**config.mk**
```make
export PLATFORM = sky130hd
export DESIGN_NAME = vram_arbiter
export DESIGN_NICKNAME = d
export VERILOG_FILES = /design/src/rtl/vram_arbiter.sv
export SDC_FILE = /design/constraint.sdc
export NUM_CORES = 1
export LEC_CHECK = 0
export BUFFER_PORTS_ARGS = -buffer_cell sky130_fd_sc_hd__buf_2
export CORE_MARGIN = 2
export CORE_UTILIZATION = 36
export DETAILED_ROUTE_END_ITERATION = 10
export PLACE_DENSITY = 0.68
export SLEW_MARGIN = 0
export SYNTH_ARGS = -nofsm -noshare
export SYNTH_HDL_FRONTEND = slang
export SYNTH_SLANG_ARGS = --single-unit
```
**constraint.sdc**
```tcl
create_clock -name clk -period 3.1 [get_ports clk]
set_clock_uncertainty 0.1 [all_clocks]
set_input_delay 0.62 -clock clk [delete_from_list [all_inputs] [get_ports clk]]
set_output_delay 0.62 -clock clk [all_outputs]
set_load 0.05 [all_outputs]
```
**src/rtl/vram_arbiter.sv**
```systemverilog
// Single-port VRAM arbiter: video fetches (2-cycle read pipeline) versus a CPU read/write port.
// Optional CPU anti-starvation override enabled by defining VRAM_CPU_STARVE_EN.
module vram_arbiter #(
  parameter int unsigned STARVE_LIMIT = 8
) (
  input  logic        clk,
  input  logic        reset,
  input  logic        vid_req,
  input  logic [15:0] vid_addr,
  output logic [7:0]  vid_data,
  output logic        vid_valid,
  output logic        vid_miss,
  input  logic        cpu_req,
  input  logic        cpu_we,
  input  logic [15:0] cpu_addr,
  input  logic [7:0]  cpu_wdata,
  output logic [7:0]  cpu_rdata,
  output logic        cpu_ack,
  output logic [15:0] mem_addr,
  output logic        mem_we,
  output logic [7:0]  mem_wdata,
  input  logic [7:0]  mem_rdata
);

  typedef enum logic [1:0] {
    S_IDLE,
    S_WAIT,
    S_RDATA,
    S_ACK
  } cpu_state_t;

  cpu_state_t  state, state_nxt;
  logic        override;
  logic        vid_grant;
  logic        cpu_grant;
  logic [15:0] last_addr;
  logic        p1_valid;

  if (STARVE_LIMIT == 0 || STARVE_LIMIT > 15) begin : g_limit_check
    $error("vram_arbiter: STARVE_LIMIT must be in 1..15");
  end

`ifdef VRAM_CPU_STARVE_EN
  logic [3:0] starve_cnt;
  logic       p1_miss;

  // Counter never passes the limit: reaching it forces a CPU grant, which clears it.
  always_comb override = (state == S_WAIT) && (starve_cnt >= 4'(STARVE_LIMIT));

  always_ff @(posedge clk) begin
    if (reset) begin
      starve_cnt <= '0;
      p1_miss    <= 1'b0;
      vid_miss   <= 1'b0;
    end else begin
      if (cpu_grant)
        starve_cnt <= '0;
      else if (state == S_WAIT)
        starve_cnt <= starve_cnt + 4'd1;
      p1_miss  <= vid_req && override;
      vid_miss <= p1_miss;
    end
  end
`else
  always_comb override = 1'b0;
  always_comb vid_miss = 1'b0;
`endif

  always_comb begin
    vid_grant = vid_req && !override && !reset;
    cpu_grant = (state == S_WAIT) && (!vid_req || override) && !reset;
  end

  // RAM command; an idle cycle keeps the previous address on the bus.
  always_comb begin
    mem_addr  = last_addr;
    mem_we    = 1'b0;
    mem_wdata = '0;
    if (vid_grant) begin
      mem_addr = vid_addr;
    end else if (cpu_grant) begin
      mem_addr  = cpu_addr;
      mem_we    = cpu_we;
      mem_wdata = cpu_wdata;
    end
  end

  always_comb begin
    state_nxt = state;
    cpu_ack   = 1'b0;
    case (state)
      S_IDLE:  if (cpu_req) state_nxt = S_WAIT;
      S_WAIT:  if (cpu_grant) state_nxt = cpu_we ? S_ACK : S_RDATA;
      S_RDATA: state_nxt = S_ACK;
      S_ACK: begin
        cpu_ack   = 1'b1;
        state_nxt = S_IDLE;
      end
      default: state_nxt = S_IDLE;
    endcase
  end

  always_ff @(posedge clk) begin
    if (reset) begin
      state     <= S_IDLE;
      last_addr <= '0;
      p1_valid  <= 1'b0;
      vid_valid <= 1'b0;
      vid_data  <= '0;
      cpu_rdata <= '0;
    end else begin
      state     <= state_nxt;
      last_addr <= mem_addr;
      p1_valid  <= vid_grant;
      vid_valid <= p1_valid;
      if (p1_valid)
        vid_data <= mem_rdata;
      if (state == S_RDATA)
        cpu_rdata <= mem_rdata;
    end
  end

endmodule

```
# After elaboration in Yosys (flattened, before gate mapping)
# Index checks and enable logic that the tools add are counted.
# op_classes
eq_ne	5
add_sub_neg	0
multipliers	0
n_mux	11
order_cmp	0
bitwise	0
n_shift	0
n_div	0
n_reduce_logical	7
# ops
operator	n
$mux W16	2
$mux W8	2
$pmux W2 S4	1
$eq A2 B2 Y1 const B	2
$mux W1	4
$mux W2	2
$ne A2 B2 Y1 const B	2
$logic_and A1 B1 Y1	3
$eq A2 B1 Y1 const B	1
$logic_not A1 Y1	2
$logic_not A2 Y1	1
$reduce_and A2 Y1	1
# word_totals
register_bits	36
word_cells	29
romBits	0
latch_bits	0
ram_bits	0
input_bits	53
output_inout_bits	44
n_memories	0

# Logic depth before layout (Yosys ltp)
# Gate-level depths: netlist (run 1).
# logic_depth
word_depth	5
ltp_mapped	7
ltp_nobuf	5

# Worst setup path before layout (run 1)
# OpenSTA, ideal clock, no wires.
# synth_timing
path_kind	input -> output
startpoint	input reset
endpoint	output mem_addr[0]
slack_ns	0.222
arrival_time_ns	2.158
required_time_ns	2.380
cell_stages	5
cell_sequence	buf_2 nor2b_2 buf_6 a21oi_1 o21ai_0
# synth_between
elab_chain_len	4
elab_cells_between_ends	5
cone_classes	2 x mux; 3 x reduce/logical
# synth_rtl
element	line_no	source
start, declared	7	input logic reset,
$logic_not A1 Y1 *	70, 71	
$logic_and A1 B1 Y1	71	cpu_grant = (state == S_WAIT) && (!vid_req || override) && !reset;
$mux W16	81	end else if (cpu_grant) begin
$mux W16 *	79	if (vid_grant) begin
end, declared	19	output logic [15:0] mem_addr,
# Every way passes the cells marked *; elsewhere a longest branch is shown, timed or not.

# Final worst setup path (run 1)
# layout_timing
startpoint	register state[1]
endpoint	output mem_addr[1]
# layout_between
elab_chain_len	5
# layout_rtl
element	line_no	source
start, declared	32	cpu_state_t state, state_nxt;
start signal, assigned	112	state <= state_nxt;
$eq A2 B1 Y1	71	
$logic_and A1 B1 Y1 (2 in a row)	71	
$mux W16	81	
$mux W16	79	
# No other way between the ends.

==> flow_summary_export.csv, run 1 <==
group,metric,value,unit
drt,drtAntennaViolNets,0,
clocking,clk_pin_slew,0.06,ns
global_routing,grt_max_degree,36,
sta,setup_ws,0.230,ns
place,dp.cells,383,
synth,synth_seq_cells,36,
critical_path,cp.arrival,2.15,ns
sta,fin_crit,2.87,ns
drt,viasPerCell,5.12,
clocking,post_cts_buffers,0,
final_layout,drive_gt1_frac,0.353,
critical_path,crit_type,"reg -> out",
global_routing,grt_usage,0.174,
power_and_ir_drop,power.leakage,1.20,nW
drt,drt_pass1_iterations,4,
critical_path,critPathLaunchType,"flip-flop",
synth,ys_warn_count,0,
place,numPortBuffers,95,
clocking,clk_path_buf_depth,2,
final_layout,fillers,539,
synth,synth_area,1960,um^2
synth,synth_fp_nets,291,
synth,synth_mux_area_frac,0.0816,
synth,synth_top_family_by_area,"compound AO/OA/AOI/OAI gates",
drt,vias,1996,
clocking,cts_tree,"done",
synth,synth_adder_area_share,0.0255,
sta,clock.fmax,348,MHz
worst_hold_path,min-delay-path-class,"reg -> reg",
sta,period_share,0.926,
synth,ys_seq_area_frac,0.367,
power_and_ir_drop,p_per_area,714,nW/um^2
power_and_ir_drop,ir_drop,0.302,mV
final_layout,final_util,0.486,
synth,synth_compound_area_frac,0.227,
place,pre_cts_slack,0.449,ns
die,die_w,77.8,um
final_layout,final_cell_mix,"95 x buf_2, 36 x dfxtp_1, 32 x nor2_1, 18 x a21oi_1",
drt,drt_iter0_drc,106,
clocking,cts_buffers,5,
synth,avgSynthCellArea,8.39,um^2
critical_path,worstPathRequired,2.38,ns
place,place_congestion,0.756,
drt,wl_per_cell,13.5,um
global_routing,antenna_found_initial,0,
die,die_h,77.8,um
clocking,cts-root-buf,"clkbuf_8",
die,rows,26,
sta,rsz0062_at_grt,"no",
flow_run,cap_violations,0,
global_routing,grt_pass1_vias,1876,
sta,slew_headroom,0.658,
synth,netlist-cell-type-count,28,
clocking,clock-sinks,36,
final_layout,stdcell_count,390,
synth,yosys.area.top_type,"dfxtp_1",
die,start_util,0.380,
synth,synth.top_cell.area_share,0.367,
clocking,clk_latency,0.28,ns
sta,hold_viol_final,0,
die,die_area,6060,um^2
synth,synth_xor_area_frac,0,
synth,yosys.area_share.simple,0.212,
drt,wl,5.27,mm
critical_path,crit_path_end_kind,"output port",
sta,finalSetupViolCount,0,
final_layout,fin_nets,377,
die,fp.coreArea,5170,um^2
run_status,outcome,"complete, no violations",
place,dp_hpwl,3.85,mm
die,io_pins,97,
synth,synth.area.top_cells,"dfxtp_1 37%, mux2i_1 8.2%, a211oi_1 6.1%",
sta,setup_tns,0,ns
clocking,cts_max_level,2,
global_routing,overflow,0,
sta,hold_slack,0.392,ns
final_layout,final_area,2510,um^2
final_layout,areaGrowthSynthToFinish,28.0,%
sta,tightest_slew,0.512,ns
global_routing,grt_pass1_wl,8.49,mm
drt,drc_errors,0,
critical_path,cp_max_fo,35,
final_layout,antenna_cells,0,
synth,netlist_instances,234,
sta,maxSlewViolCount,0,
final_layout,final_common_cell,"buf_2",
power_and_ir_drop,p_total,1.79,mW
place,placed_area,2430,um^2
## critical path, cell delays in order (launching register included)
cell     delay (ns)
dfxtp_1        0.34
inv_1          0.10
ha_1           0.16
buf_6          0.24
nor2b_2        0.20
buf_4          0.21
a21oi_1        0.08
o21ai_0        0.21
buf_2          0.31
## path summary, 6_finish.rpt
path	cells after the start	from	to	slack (ns)
setup / recovery	8	state[1]$_SDFFE_PP0P_	mem_addr[1]	0.23
hold reg to reg	2	cpu_rdata[4]$_SDFFE_PP0N_	cpu_rdata[4]$_SDFFE_PP0N_	0.39
setup reg to reg	6	state[1]$_SDFFE_PP0P_	last_addr[3]$_SDFF_PP0_	1.46
hold / removal	2	cpu_rdata[4]$_SDFFE_PP0N_	cpu_rdata[4]$_SDFFE_PP0N_	0.39
## power by group
group | internal [mW] | switching, mW
Combinational | 0.296 | 0.627
Sequential | 0.529 | 0.0388
Clock | 0.153 | 0.151
## metal layers
metal  vias to the layer above  GRT usage  routed length, um
li1                       1000          -                  -
met1                       936      0.199               2270
met2                        56      0.316               2610
met3                         4     0.0419                325
met4                         0     0.0536                 64
met5                         -          0                  0
## cell type report
class / instances / area, um^2 / share of cell area
inverter: 5 / 18.8 / 0.00747
tap: 70 / 87.6 / 0.0349
sequential: 36 / 721 / 0.287
clock inverter: 1 / 5.00 / 0.00199
clock buffer: 6 / 72.6 / 0.0289
timing repair buffer: 102 / 532 / 0.212
multi-input combinational: 170 / 1080 / 0.428
## kinds of logic (layout without fill, tap and decap cells)
group	after synthesis	count (layout)
AO/OA/AOI/OAI	70	70
adder cells (fa/ha/maj)	4	4
buffers and inverters	28	114
flip-flops	36	36
multiplexers	16	16
other	1	1
AND/OR/NAND/NOR	79	79
## Yosys cell counts
cell and count:
a211oi_1 16, a21oi_1 18, a22oi_1 15, a22oi_2 1, and2_1 1, and2b_1 5
and3_1 9, buf_1 1, buf_2 7, buf_4 2, buf_6 6, clkbuf_1 7
clkinv_1 1, conb_1 1, dfxtp_1 36, ha_1 4, inv_1 4, mux2i_1 16
nor2_1 32, nor2b_1 13, nor2b_2 1, nor2b_4 1, nor3_1 16, nor3b_2 1
o21ai_0 7, o21ai_1 11, o221a_2 1, o221ai_1 1
## repair_timing
item | 4_1_cts | 5_1_grt
hold buffers | 0 | 0
resized for setup | 0 | 1
endpoints found under the setup margin | 0 | 3
## registers in the layout, summed over array words and instances (netlist names)
register and flops:
last_addr 16, vid_valid 1, state 2, p1_valid 1
vid_data 8, cpu_rdata 8
Power figures use the tool's default switching activity.
==> inputs of run 2 (changes only) <==
- ABC_AREA: default -> 1
- PLACE_DENSITY: 0.68 -> 0.69
==> flow_summary_export.csv, run 2 <==
group,metric,value,unit
synth,synth_fp_nets,319,
global_routing,grt_use_met2,0.256,
final_layout,final_cell_mix,"95 x buf_2, 62 x nand2_1, 44 x nor2_1, 41 x inv_1, 36 x dfxtp_1",
critical_path,worstPathRequired,2.38,ns
critical_path,slowest_delay,0.45,ns
sta,hold_viol_final,0,
die,fp.coreArea,4790,um^2
critical_path,cp_max_fo,11,
place,place_congestion,0.793,
drt,vias,1830,
synth,netlist_instances,262,
critical_path,path_cells,"inv_1, ha_1, nand2_4, nor2_4, nand2_1, nand3_1, buf_2",
global_routing,overflow,0,
clocking,cts_buffers,5,
synth,yosys.area.top_type,"dfxtp_1",
global_routing,grt.busiest_layer,"met2",
clocking,cts_hold_buf,0,
die,die_area,5630,um^2
critical_path,cp.arrival,2.03,ns
clocking,post_cts_buffers,0,
global_routing,grt_pass1_vias,1610,
worst_hold_path,min-delay-path-class,"reg -> reg",
final_layout,final_common_cell,"buf_2",
final_layout,drive_gt1_frac,0.332,
drt,drtAntennaViolNets,0,
critical_path,critPathLaunchType,"flip-flop",
final_layout,fillers,490,
clocking,clk_path_buf_depth,2,
sta,fin_crit,2.75,ns
synth,synth_edf_count,0,
die,io_pins,97,
final_layout,largest-register,"last_addr",
sta,setup_tns,0,ns
sta,rsz0062_at_grt,"no",
synth,ys_top_cells_by_count,"62 x nand2_1, 44 x nor2_1, 41 x inv_1, 36 x dfxtp_1, 24 x nand3_1",
clocking,cts_resized,0,
global_routing,antenna_found_initial,0,
drt,drt_iter0_drc,78,
worst_hold_path,min_from,"state[1]$_SDFFE_PP0P_",
clocking,cts_max_level,2,
global_routing,grt_max_degree,37,
clocking,clk_pin_slew,0.07,ns
synth,async_flop_share,0,
synth,synth_area,1820,um^2
critical_path,critPathTopFamily,"simple AND/OR/NAND/NOR gates",
die,die_w,75.0,um
synth,synth_seq_cells,36,
drt,wl_per_cell,10.1,um
clocking,clock-sinks,36,
power_and_ir_drop,power.leakage,1.48,nW
synth,synth.most_common_cell,"nand2_1",
final_layout,fin_nets,411,
global_routing,met1_usage,0.205,
critical_path,r2r-start,"state[1]$_SDFFE_PP0P_",
drt,wl,4.27,mm
drt,viasPerCell,4.34,
drt,drt_pass1_iterations,4,
final_layout,stdcell_count,422,
synth,avgSynthCellArea,6.93,um^2
final_layout,reg_top3,"last_addr x16, cpu_rdata x8, vid_data x8",
sta,maxSlewViolCount,0,
final_layout,largest_register_ffs,16,
final_layout,antenna_cells,0,
flow_run,cap_violations,0,
final_layout,areaGrowthSynthToFinish,30.8,%
synth,synth.top_cell.area_share,0.397,
synth,netlist-cell-type-count,25,
synth,ys_warn_count,0,
global_routing,grt_usage,0.155,
power_and_ir_drop,p_per_area,720,nW/um^2
clocking,cts-root-buf,"clkbuf_8",
place,dp.cells,414,
sta,clock.fmax,363,MHz
die,start_util,0.379,
critical_path,startpoint,"state[1]$_SDFFE_PP0P_",
critical_path,crit_path_end_kind,"output port",
clocking,clk_latency,0.28,ns
place,numPortBuffers,95,
global_routing,grt_pass1_wl,6.86,mm
die,die_h,75.0,um
global_routing,grt_util_met3,0.0281,
synth,synth_ff_type,"dfxtp_1",
drt,drc_errors,0,
critical_path,worst_path_max_delay_cell,"ha_1",
sta,finalSetupViolCount,0,
power_and_ir_drop,ir_drop,0.367,mV
place,dp_hpwl,3.29,mm
die,rows,25,
sta,period_share,0.888,
run_status,outcome,"complete, no violations",
clocking,cts_tree,"done",
synth,synth.area.top_cells,"dfxtp_1 40%, nand2_1 13%, nor2_1 9.1%",
synth,ys_seq_area_frac,0.397,
critical_path,crit_type,"reg -> out",
critical_path,cp_num_buf_inv,2,
run 2: worst paths after layout:
path,cells past startpoint,endpoint,slack (ns)
hold reg to reg,2,state[1]$_SDFFE_PP0P_,0.41
setup / recovery,7,mem_addr[3],0.35
setup reg to reg,8,last_addr[3]$_SDFF_PP0_,1.36
hold / removal,2,state[1]$_SDFFE_PP0P_,0.41
run 2: worst reg2reg max path, stage by stage (launching register included):
cell	delay (ns)
dfxtp_1	0.34
inv_1	0.10
ha_1	0.45
nand2_4	0.17
nor2_4	0.24
nand2_1	0.08
nand3_1	0.10
nand2_1	0.06
inv_1	0.04
run 2: layer usage:
metal,share of wire,up-vias
li1,-,978
met3,0.070,2
met5,0,-
met4,0.0044,0
met1,0.45,786
met2,0.47,64
run 2: logic make-up after synthesis:
kind of cell | synth area share
flops | 0.397
buf+inv | 0.149
other cells | 0.00207
simple gates | 0.354
fa+ha+maj | 0.0276
compound gates | 0.0710
run 2: final cells by class:
class	count	area, um^2	share of cell area
sequential	36	721	0.303
clock buffer	6	82.6	0.0348
tap	67	83.8	0.0353
multi-input combinational	172	825	0.347
inverter	44	178	0.0748
timing repair buffer	95	475	0.200
clock inverter	2	10.0	0.00421
run 2: metrics by stage:
stage	util	hold slack, ns	area, um^2	total power, mW	setup WS [ns]
2_1_floorplan	-	0.372	1820	1.22	0.639
3_3_place_gp	0.477	0.383	2280	1.38	0.553
3_5_place_dp	0.477	0.389	2280	1.39	0.529
4_1_cts	0.496	0.408	2370	1.73	0.308
5_1_grt	0.496	0.436	2370	1.83	0.128
6_report	0.496	0.407	2370	1.71	0.348
run 2: power breakdown:
part	switching, mW	internal [mW]	total [mW]
sequential	0.0410	0.541	0.582
clock	0.158	0.177	0.335
combinational	0.595	0.198	0.792
total	0.794	0.915	1.71
==> inputs of run 3 (changes only) <==
--- a/config.mk
+++ b/config.mk
@@ -11,5 +11,5 @@
 export CORE_UTILIZATION = 36
 export DETAILED_ROUTE_END_ITERATION = 10
-export PLACE_DENSITY = 0.69
+export PLACE_DENSITY = 0.72
 export SLEW_MARGIN = 0
 export SYNTH_ARGS = -nofsm -noshare
==> constraint.sdc (replaced) <==
create_clock -name clk -period 2.5 [get_ports clk]
set_clock_uncertainty 0.1 [all_clocks]
set_input_delay 0.125 -clock clk [delete_from_list [all_inputs] [get_ports clk]]
set_output_delay 0.125 -clock clk [all_outputs]
set_load 0.05 [all_outputs]
==> flow_summary_export.csv, run 3 (synthesis gave the netlist of run 2 again) <==
group,metric,value,unit
die,die_w,75.0,um
final_layout,largest_register_ffs,16,
final_layout,final_cell_mix,"95 x buf_2, 62 x nand2_1, 44 x nor2_1, 41 x inv_1, 36 x dfxtp_1",
drt,drc_errors,0,
final_layout,final_util,0.513,
drt,drtAntennaViolNets,0,
power_and_ir_drop,p_total,2.14,mW
global_routing,grt_usage,0.170,
worst_hold_path,min-delay-path-class,"in -> reg",
final_layout,fin_nets,419,
flow_run,cap_violations,0,
sta,setup_tns,0,ns
critical_path,critPathLaunchType,"flip-flop",
global_routing,grt_use_met2,0.289,
power_and_ir_drop,power.leakage,1.50,nW
critical_path,crit_type,"reg -> out",
global_routing,grt_max_degree,37,
global_routing,grt_pass1_vias,1745,
die,io_pins,97,
die,die_area,5630,um^2
sta,rsz0062_at_grt,"no",
sta,finalSetupViolCount,0,
sta,period_share,0.900,
sta,fin_crit,2.25,ns
critical_path,cp.arrival,2.03,ns
final_layout,final_common_cell,"buf_2",
global_routing,antenna_found_initial,0,
place,place_congestion,0.756,
die,start_util,0.379,
drt,wl_per_cell,10.5,um
critical_path,crit_path_end_kind,"output port",
die,fp.coreArea,4790,um^2
die,die_h,75.0,um
global_routing,overflow,0,
drt,drt_pass1_iterations,4,
power_and_ir_drop,ir_drop,0.443,mV
final_layout,drive_gt1_frac,0.322,
final_layout,areaGrowthSynthToFinish,35.3,%
global_routing,grt_util_met3,0.0549,
global_routing,met1_usage,0.199,
clocking,cts-root-buf,"clkbuf_8",
final_layout,largest-register,"last_addr",
power_and_ir_drop,p_per_area,872,nW/um^2
sta,maxSlewViolCount,0,
drt,viasPerCell,4.40,
drt,wl,4.52,mm
global_routing,grt_pass1_wl,7.36,mm
sta,hold_viol_final,0,
critical_path,worstPathRequired,2.28,ns
clocking,clk_latency,0.29,ns
place,numPortBuffers,95,
die,rows,25,
global_routing,grt.busiest_layer,"met2",
clocking,cts_max_level,2,
clocking,clk_pin_slew,0.07,ns
final_layout,antenna_cells,0,
clocking,clock-sinks,36,
drt,vias,1890,
drt,drt_iter0_drc,63,
sta,clock.fmax,444,MHz
critical_path,cp_max_fo,11,
clocking,cts_buffers,5,
place,dp_hpwl,3.34,mm
clocking,clk_path_buf_depth,2,
run_status,outcome,"complete, no violations",
clocking,cts_tree,"done",
final_layout,reg_top3,"last_addr x16, cpu_rdata x8, vid_data x8",
## run 3: area by class of cell
class	instances	area [um^2]
clock inverters	1	7.51
flip-flops and latches	36	721
fillers	483	2330
well taps	67	83.8
clock buffers	7	86.3
repair buffers	103	556
multi-input cells	172	825
inverters	44	178
## run 3: metrics by stage
stage	cells	cell area, um^2	worst slack (ns)	hold slack (ns)
global placement	414	2280	0.613	0.269
global route	430	2460	0.0153	0.0210
floorplan	262	1820	0.664	0.160
detailed placement	414	2280	0.552	0.271
CTS	430	2460	0.220	0.00755
finish	430	2460	0.250	0.0182
## run 3: where the power goes
part / internal [mW] / switching [mW]
sequential: 0.670 / 0.0498
combinational: 0.252 / 0.744
clock: 0.224 / 0.202
total: 1.15 / 0.997
## run 3: final timing paths
path | startpoint | end | slack, ns | cells after the start
max | state[1]$_SDFFE_PP0P_ | mem_addr[13] | 0.25 | 7
min | vid_addr[12] | last_addr[12]$_SDFF_PP0_ | 0.02 | 3
max reg2reg | state[1]$_SDFFE_PP0P_ | last_addr[13]$_SDFF_PP0_ | 0.76 | 8
min reg2reg | vid_data[1]$_SDFFE_PP0P_ | vid_data[1]$_SDFFE_PP0P_ | 0.39 | 2
## run 3: repair_timing
item | in CTS | in global routing
resized for setup | 0 | 0
setup buffers | 0 | 0
endpoints found under the hold margin | 15 | 0
hold buffers | 8 | 0
## run 3: per-layer routing
layer  up-vias  part of all wire  wire (um)
li1        992                 -          -
met1       826              0.43       1930
met2        67              0.49       2190
met3         5             0.077        347
met4         0             0.011         49
met5         -                 0          0
## run 3: critical path, stage by stage (launching register included)
cell     delay [ns]
dfxtp_1        0.34
inv_1          0.10
ha_1           0.43
nand2_4        0.17
nor2_4         0.24
nand2_1        0.11
nand3_2        0.08
buf_2          0.26
